$ cat src/rtl/remme_pkg.sv
`default_nettype none
// +--------------------------------------------------------------------------+
// | Module      : remme_pkg                                                  |
// | Description : Shared constants and state encoding for the remme encoder. |
// | Revision    : 1.0 - initial release                                      |
// +--------------------------------------------------------------------------+
package remme_pkg;

   localparam int SYM_W = 4;
   localparam logic [SYM_W-1:0] REPEAT_CODE = 4'hF;

   typedef enum logic [1:0] {
      IDLE = 2'd0,
      LIT  = 2'd1,
      RPT  = 2'd2
   } state_e;

endpackage
`default_nettype wire

$ cat src/rtl/remme_fifo.sv
`default_nettype none
// +--------------------------------------------------------------------------+
// | Module      : remme_fifo                                                 |
// | Description : Synchronous FIFO with wrap-bit pointers and a              |
// |               show-ahead read port.                                      |
// | Revision    : 1.0 - initial release                                      |
// +--------------------------------------------------------------------------+
module remme_fifo #(
   parameter int DEPTH = 4,
   parameter int WIDTH = 4
) (
   input  logic             clk,
   input  logic             reset,
   input  logic             push_i,
   input  logic [WIDTH-1:0] data_i,
   input  logic             pop_i,
   output logic [WIDTH-1:0] data_o,
   output logic             full_o,
   output logic             empty_o
);

   localparam int AW = $clog2(DEPTH);

   logic [AW:0]      wptr_q;
   logic [AW:0]      rptr_q;
   logic [WIDTH-1:0] mem_q [DEPTH];
   logic             w_push;
   logic             w_pop;

   assign w_push  = push_i && !full_o;
   assign w_pop   = pop_i && !empty_o;
   assign empty_o = (wptr_q == rptr_q);
   assign full_o  = (wptr_q[AW] != rptr_q[AW]) && (wptr_q[AW-1:0] == rptr_q[AW-1:0]);
   assign data_o  = mem_q[rptr_q[AW-1:0]];

   // Pointer update; the extra MSB separates full from empty.
   always_ff @(posedge clk or negedge reset) begin
      if (!reset) begin
         wptr_q <= '0;
         rptr_q <= '0;
      end else begin
         if (w_push) wptr_q <= wptr_q + 1'b1;
         if (w_pop)  rptr_q <= rptr_q + 1'b1;
      end
   end

   // Storage array; contents are meaningless until written, so no reset.
   always_ff @(posedge clk) begin
      if (w_push) mem_q[wptr_q[AW-1:0]] <= data_i;
   end

endmodule
`default_nettype wire

$ cat src/rtl/remme_enc.sv
`default_nettype none
// +--------------------------------------------------------------------------+
// | Module      : remme_enc                                                  |
// | Description : Remember-me transmit encoder. Buffers raw 4-bit symbols    |
// |               and emits a literal or the repeat code 4'hF each cycle.    |
// |               Define REMME_ENC_STATS_EN to add literal/repeat counters.  |
// | Revision    : 1.0 - initial release                                      |
// +--------------------------------------------------------------------------+
module remme_enc
   import remme_pkg::*;
#(
   parameter int DEPTH   = 4,
   parameter int MAX_RUN = 3
) (
   input  logic             clk,
   input  logic             reset,
   input  logic [SYM_W-1:0] d,
   input  logic             d_valid,
   output logic             d_ready,
   output logic [SYM_W-1:0] r,
   output logic             r_valid,
`ifdef REMME_ENC_STATS_EN
   output logic [15:0]      lit_cnt,
   output logic [15:0]      rpt_cnt,
`endif
   output logic             err
);

   localparam logic [3:0] RUN_LIMIT = 4'(MAX_RUN);

   state_e           state_q, state_d;
   logic [SYM_W-1:0] prev_q, prev_d;
   logic [3:0]       run_q, run_d;
   logic [SYM_W-1:0] r_q, r_d;
   logic             r_valid_q, r_valid_d;
   logic             err_q;
   logic             w_full, w_empty, w_push, w_pop;
   logic [SYM_W-1:0] w_head;
   logic             w_emit_lit, w_emit_rpt;

   // Illegal 4'hF input is consumed (handshake completes) but never stored.
   assign d_ready = !w_full;
   assign w_push  = d_valid && !w_full && (d != REPEAT_CODE);
   assign w_pop   = !w_empty;

   remme_fifo #(
      .DEPTH (DEPTH),
      .WIDTH (SYM_W)
   ) u_fifo (
      .clk     (clk),
      .reset   (reset),
      .push_i  (w_push),
      .data_i  (d),
      .pop_i   (w_pop),
      .data_o  (w_head),
      .full_o  (w_full),
      .empty_o (w_empty)
   );

   // Next-state and next-code decision for the symbol popped this cycle.
   always_comb begin
      state_d    = state_q;
      prev_d     = prev_q;
      run_d      = run_q;
      r_d        = '0;
      r_valid_d  = 1'b0;
      w_emit_lit = 1'b0;
      w_emit_rpt = 1'b0;
      if (w_pop) begin
         r_valid_d = 1'b1;
         if (state_q == IDLE || w_head != prev_q || run_q == RUN_LIMIT) begin
            w_emit_lit = 1'b1;
            r_d        = w_head;
            prev_d     = w_head;
            run_d      = '0;
            state_d    = LIT;
         end else begin
            w_emit_rpt = 1'b1;
            r_d        = REPEAT_CODE;
            run_d      = run_q + 1'b1;
            state_d    = RPT;
         end
      end
   end

   // State, history and registered output.
   always_ff @(posedge clk or negedge reset) begin
      if (!reset) begin
         state_q   <= IDLE;
         prev_q    <= '0;
         run_q     <= '0;
         r_q       <= '0;
         r_valid_q <= 1'b0;
         err_q     <= 1'b0;
      end else begin
         state_q   <= state_d;
         prev_q    <= prev_d;
         run_q     <= run_d;
         r_q       <= r_d;
         r_valid_q <= r_valid_d;
         err_q     <= d_valid && d_ready && (d == REPEAT_CODE);
      end
   end

   assign r       = r_q;
   assign r_valid = r_valid_q;
   assign err     = err_q;

`ifdef REMME_ENC_STATS_EN
   logic [15:0] lit_cnt_q;
   logic [15:0] rpt_cnt_q;

   // Saturating counts of emitted literal and repeat codes.
   always_ff @(posedge clk or negedge reset) begin
      if (!reset) begin
         lit_cnt_q <= '0;
         rpt_cnt_q <= '0;
      end else begin
         if (w_emit_lit && lit_cnt_q != 16'hFFFF) lit_cnt_q <= lit_cnt_q + 1'b1;
         if (w_emit_rpt && rpt_cnt_q != 16'hFFFF) rpt_cnt_q <= rpt_cnt_q + 1'b1;
      end
   end

   assign lit_cnt = lit_cnt_q;
   assign rpt_cnt = rpt_cnt_q;
`endif

endmodule
`default_nettype wire
$ cat config.mk
export PLATFORM = sky130hd
export DESIGN_NAME = remme_enc
export DESIGN_NICKNAME = d
export VERILOG_FILES = /design/src/rtl/remme_pkg.sv /design/src/rtl/remme_fifo.sv /design/src/rtl/remme_enc.sv
export SDC_FILE = /design/constraint.sdc
export NUM_CORES = 1
export LEC_CHECK = 0
export BUFFER_PORTS_ARGS = -buffer_cell sky130_fd_sc_hd__buf_2
export CAP_MARGIN = 20
export CORE_ASPECT_RATIO = 0.9
export CORE_MARGIN = 2
export CORE_UTILIZATION = 40
export DETAILED_ROUTE_END_ITERATION = 6
export GPL_ROUTABILITY_DRIVEN = 0
export PLACE_DENSITY_LB_ADDON = 0.08
export SLEW_MARGIN = 5
export SYNTH_ARGS = -nofsm -noshare
export SYNTH_HDL_FRONTEND = slang
export SYNTH_SLANG_ARGS = --single-unit
$ cat constraint.sdc
create_clock -name clk -period 5.8 [get_ports clk]
set_clock_uncertainty 0.15 [all_clocks]
set_input_delay 0.58 -clock clk [delete_from_list [all_inputs] [get_ports clk]]
set_output_delay 0.58 -clock clk [all_outputs]
set_load 0.01 [all_outputs]
# --- Yosys cells after proc, flatten, opt, wreduce, memory -nomap -nowiden ---
# Memory sizes are Yosys's and may differ from the RTL's.
# Index checks and enable logic that the tools add are counted.
totals:
  ff_bits: 22
  ram_bits: 16
  inputBits: 7
  out_inout_bits: 7
  wordCells: 37
  n_memories: 1
op_classes:
  n_addsub: 3
  n_eq_ne: 7
  mux: 7
  bitwise_logic: 1
  n_reduce_logical: 10
mem_list:
  columns: ["memory", "words", "width", "rd", "rd_clocked_by_memory_dff", "wr", "line", "source"]
  rows:
  - ["u_fifo.mem_q", 4, 4, 1, 0, 1, "remme_fifo.sv:26", "logic [WIDTH-1:0] mem_q [DEPTH];"]
ops:
  columns: ["op", "n"]
  rows:
  - ["$mux 4", 3]
  - ["$add 3x1->3 const B", 2]
  - ["$logic_and 1x1->1", 5]
  - ["$add 4x1->4 const B", 1]
  - ["$eq 4x2->1 const B", 1]
  - ["$eq 4x4->1 const B", 1]
  - ["$ne 4x4->1", 1]
  - ["$ne 4x4->1 const B", 1]
  - ["$eq 3x3->1", 1]
  - ["$mux 1", 3]
  - ["$eq 2x2->1", 1]
  - ["$logic_not 2->1", 1]
  - ["$logic_or 1x1->1", 2]
  - ["$mux 2", 1]
  - ["$reduce_and 2->1", 1]
  - ["$logic_not 1->1", 1]
  - ["$ne 1x1->1", 1]
  - ["$not 1->1", 1]

# --- Logic depth before layout (Yosys ltp) ---
logic_depth:
  word_depth: 8
  ltp_mapped: 7
  ltp_nobuf: 5

# --- Modules after synthesis ---
# From an unflattened synthesis, not the netlist that was laid out.
hier_totals:
  hier_cells: 141
  area_unflattened_um2: 1810.5
by_module_without_submodules:
  columns: ["module", "n_inst", "cells_per_inst", "area_per_inst_um2", "seq_area_each_um2"]
  rows:
  - ["remme_fifo", 1, 73, 1101.1, 630.6]
  - ["remme_enc", 1, 68, 709.4, 400.4]

# --- Worst setup path after synthesis ---
# OpenSTA, ideal clock, no wires.
synth_timing:
  path_type: "register -> register"
  startpoint: "register u_fifo.rptr_q[0]"
  endpoint: "register state_q[0]"
  setup_time_ns: 0.119
  arrival_ns: 1.804
  t_required_ns: 5.531
  path_slack_ns: 3.727
  stages_incl_launch_ff: 7
  n_path_buf: 1
  synth_period_minus_slack_ns: 2.073
  path_cell_list: "dfrtp_1 -> buf_6 -> mux4_2 -> xnor2_2 -> o221ai_2 -> or3_4 -> o21a_1"
synth_via:
  elab_chain_cells: 5
  elab_cells_between_ends: 6
  cone_classes: "eq/ne (2); mux (1); reduce/logical (2); memory (1)"
synth_lines:
  columns: ["item", "line", "source"]
  rows:
  - ["start: declaration", "remme_fifo.sv:25", "logic [AW:0] rptr_q;"]
  - ["start signal: assignment", "remme_fifo.sv:43", "if (w_pop) rptr_q <= rptr_q + 1'b1;"]
  - ["$mem_v2 4x4", null, null]
  - ["$ne 4x4->1", "remme_enc.sv:71", "if (state_q == IDLE || w_head != prev_q || run_q == RUN_LIMIT) begin"]
  - ["$logic_or 1x1->1 (2 in a row)", "remme_enc.sv:71", null]
  - ["$mux 2", "remme_enc.sv:71", null]
  - ["end signal: assignment", "remme_enc.sv:96", "state_q <= state_d;"]
  - ["end: declaration", "remme_enc.sv:31", "state_e state_q, state_d;"]
# Parallel ways exist; a longest one is shown, timed or not.
# A chain may end at the register's enable or synchronous reset.

# --- Worst setup path after layout ---
layout_timing:
  startpoint: "register u_fifo.rptr_q[0]"
  endpoint: "register run_q[2]"
layout_via:
  elab_chain_cells: 5
  elab_cells_between_ends: 6
  cone_classes: "eq/ne (2); mux (1); reduce/logical (2); memory (1)"
layout_lines:
  columns: ["item", "line", "source"]
  rows:
  - ["$mem_v2 4x4", null, null]
  - ["$ne 4x4->1", "remme_enc.sv:71", null]
  - ["$logic_or 1x1->1 (2 in a row)", "remme_enc.sv:71", null]
  - ["$mux 4", "remme_enc.sv:71", null]
  - ["end signal: assignment", "remme_enc.sv:98", "run_q <= run_d;"]
  - ["end: declaration", "remme_enc.sv:33", "logic [3:0] run_q, run_d;"]
# Parallel ways exist; a longest one is shown, timed or not.

==> impl_metrics.ini <==
[sta]
grt_setup_unrepaired = false
fin_crit_sh = 0.406
setup_violations = 0
hold_viol = 0
tightest_slew_ns = 0.509
fin_tns_setup_ns = 0
fmax_mhz = 425
setup_slack_ns = 3.45
max_slew_margin = 0.661
finalCriticalPeriod_ns = 2.35
drv_slew = 0
hold-worst-slack_ns = 0.108

[place]
place_ws_ns = 3.44
dp_hpwl_um = 1890
io_buffers = 13
placed_area_sq_um = 1740

[clock_tree]
clkTransAtPathRegs_ns = 0.07
post_cts_resize_count = 0
clk_latency_ns = 0.29
cts.path.max_buffers = 2
cts_tree = done
cts_made_buffers = 5
root_buffer = clkbuf_8
ctsHoldBuffers = 0
post_cts_buffers = 0
cts_sinks = 38
htree_levels = 2

[routing]
drt-initial-drc-count = 48
wl_per_cell_um = 14.6
met1_length_um = 1280
drt_first_pass_iters = 4
routed.top_layer = met4
via_count = 890
vias_per_cell = 4.86
drcViolationCount = 0
dr_wl_met2_um = 1230
ant_nets = 0
met3_length_um = 109
wirelength_um = 2660

[finish]
fin_area_sq_um = 1820
antenna_cells = 0
fillCellCount = 380
area_growth_pct = 11.1
finalNetCount = 147
layout-drive-gt1-share = 0.185

[floorplan]
die_w_um = 71.5
dieHeight_um = 64.7
die_area_sq_um = 4630
io_pins = 14
rows = 22
core_area_sq_um = 4020
start_util = 0.408

[setup_path]
r2r-end = run_q[2]$_DFFE_PN0P_
path_class = reg2reg
timing.rr.start = u_fifo.rptr_q[0]$_DFFE_PN0P_
crit_arrival_ns = 2.41
cp.required_ns = 5.86
cp_max_fo = 8
endpoint_kind = flip-flop
worstRegToRegCells = 5
startpoint_type = flip-flop
r2r_slack_ns = 3.45

[yosys]
ys.flop_type = dfrtp_1
synth_top_area_frac = 0.336
ys_ff_latch = 38
synth_top_cells_by_area = dfrtp_1, edfxtp_1, mux4_2, xnor2_1, ha_1
syn_inst = 118
syn_area_per_cell_sq_um = 13.9
yosys_warnings = 0
synth_edf_count = 16
yosysTopAreaCell = dfrtp_1
syn-cell-area_sq_um = 1640
ys_async_sr_fraction = 0.579
synth_nets = 131
synth_cell_types = 30
yosysSeqAreaShare = 0.629

[status]
status = complete, no violations

[global_routing]
grt_first_pass_wirelength_um = 4590
gr-usage-all-layers = 0.137
grt_pass1_vias = 917
antenna_found_initial = 0
grt.overflow.total = 0
grt_max_degree = 23

[worst_hold_path]
min_path_type = in2async

[power]
total_power_mw = 1.01
power_density_nw_per_um2 = 555
irDropWorstVdd_uv = 236
power.leakage_nw = 0.755

[job]
drv_cap = 0
through the flow:
step                 util  instances
floorplan               -        118
global placement    0.433        175
detailed placement  0.433        175
CTS                 0.453        183
global route        0.453        183
finish              0.453        183
cell usage in the layout, fill, tap and decap left out, types with 4 or more instances in the layout:
cell type  Yosys  final
and2_1         4      4
nand2_1       19     19
clkbuf_8       0      5
xnor2_1        9      9
buf_2          0     13
dfrtp_1       22     22
ha_1           6      6
o21a_1         5      5
edfxtp_1      16     16
mux4_2         4      4
where the power goes:
part           leakage, nW  total (mW)  switching, mW  internal, mW
Sequential           0.414       0.434         0.0643         0.370
Combinational        0.300       0.410          0.217         0.193
Clock               0.0407       0.167         0.0864        0.0802
synth_stat cells (2+ instances only):
library cell	count
and2_1	4
clkbuf_1	3
dfrtp_1	22
edfxtp_1	16
ha_1	6
inv_1	3
mux4_2	4
nand2_1	19
nand3_1	2
nor2_1	2
o21a_1	5
o21ai_1	2
o31ai_1	3
xnor2_1	9
xor2_1	3
registers in the layout (all words and copies together), names as in the netlist:
name           cells
u_fifo.mem_q      16
prev_q             4
r                  4
run_q              4
u_fifo.rptr_q      3
u_fifo.wptr_q      3
state_q            2
err                1
r_valid            1
cells by family after synthesis:
| group | Yosys count | share of synthesized area |
|---|---|---|
| AOI/OAI and AO/OA | 15 | 0.0702 |
| xor gates and xnor gates | 13 | 0.0741 |
| adders and majority gates | 6 | 0.0458 |
| buffers and inverters | 7 | 0.0206 |
| DFF | 38 | 0.629 |
| muxes | 5 | 0.0618 |
| and+or+nand+nor | 34 | 0.0985 |
final cells by class:
type,instances,area [sq um],area share
clock inverter,3,11.3,0.00618
sequential,38,1030,0.566
clock buffer,5,68.8,0.0378
multi-input combinational,73,574,0.315
inverter,3,11.3,0.00618
timing repair buffer,13,65.1,0.0357
tap,48,60.1,0.0330
worst max-delay path, stage by stage, from the launching register on:
cell	delay [ns]
dfrtp_1	0.60
mux4_2	0.61
xnor2_1	0.17
nand3_1	0.19
or3_4	0.40
o2bb2ai_1	0.16
worst max path at each step:
stage | startpoint | endpoint | slack, ns
2_1_floorplan | u_fifo.rptr_q[0]$_DFFE_PN0P_ | state_q[0]$_DFFE_PN0P_ | 3.73
3_3_place_gp | u_fifo.rptr_q[0]$_DFFE_PN0P_ | run_q[2]$_DFFE_PN0P_ | 3.46
3_5_place_dp | u_fifo.rptr_q[0]$_DFFE_PN0P_ | run_q[2]$_DFFE_PN0P_ | 3.44
5_1_grt | u_fifo.rptr_q[0]$_DFFE_PN0P_ | prev_q[2]$_DFFE_PN0P_ | 3.24
4_1_cts | u_fifo.rptr_q[0]$_DFFE_PN0P_ | run_q[2]$_DFFE_PN0P_ | 3.42
6_report | u_fifo.rptr_q[0]$_DFFE_PN0P_ | run_q[2]$_DFFE_PN0P_ | 3.45
metal layers:
| layer | up-vias | track usage |
|---|---|---|
| met2 | 16 | 0.196 |
| met1 | 426 | 0.184 |
| met5 | - | 0 |
| met3 | 5 | 0.0435 |
| met4 | 0 | 0.0778 |
| li1 | 443 | - |
Power figures use the tool's default switching activity.
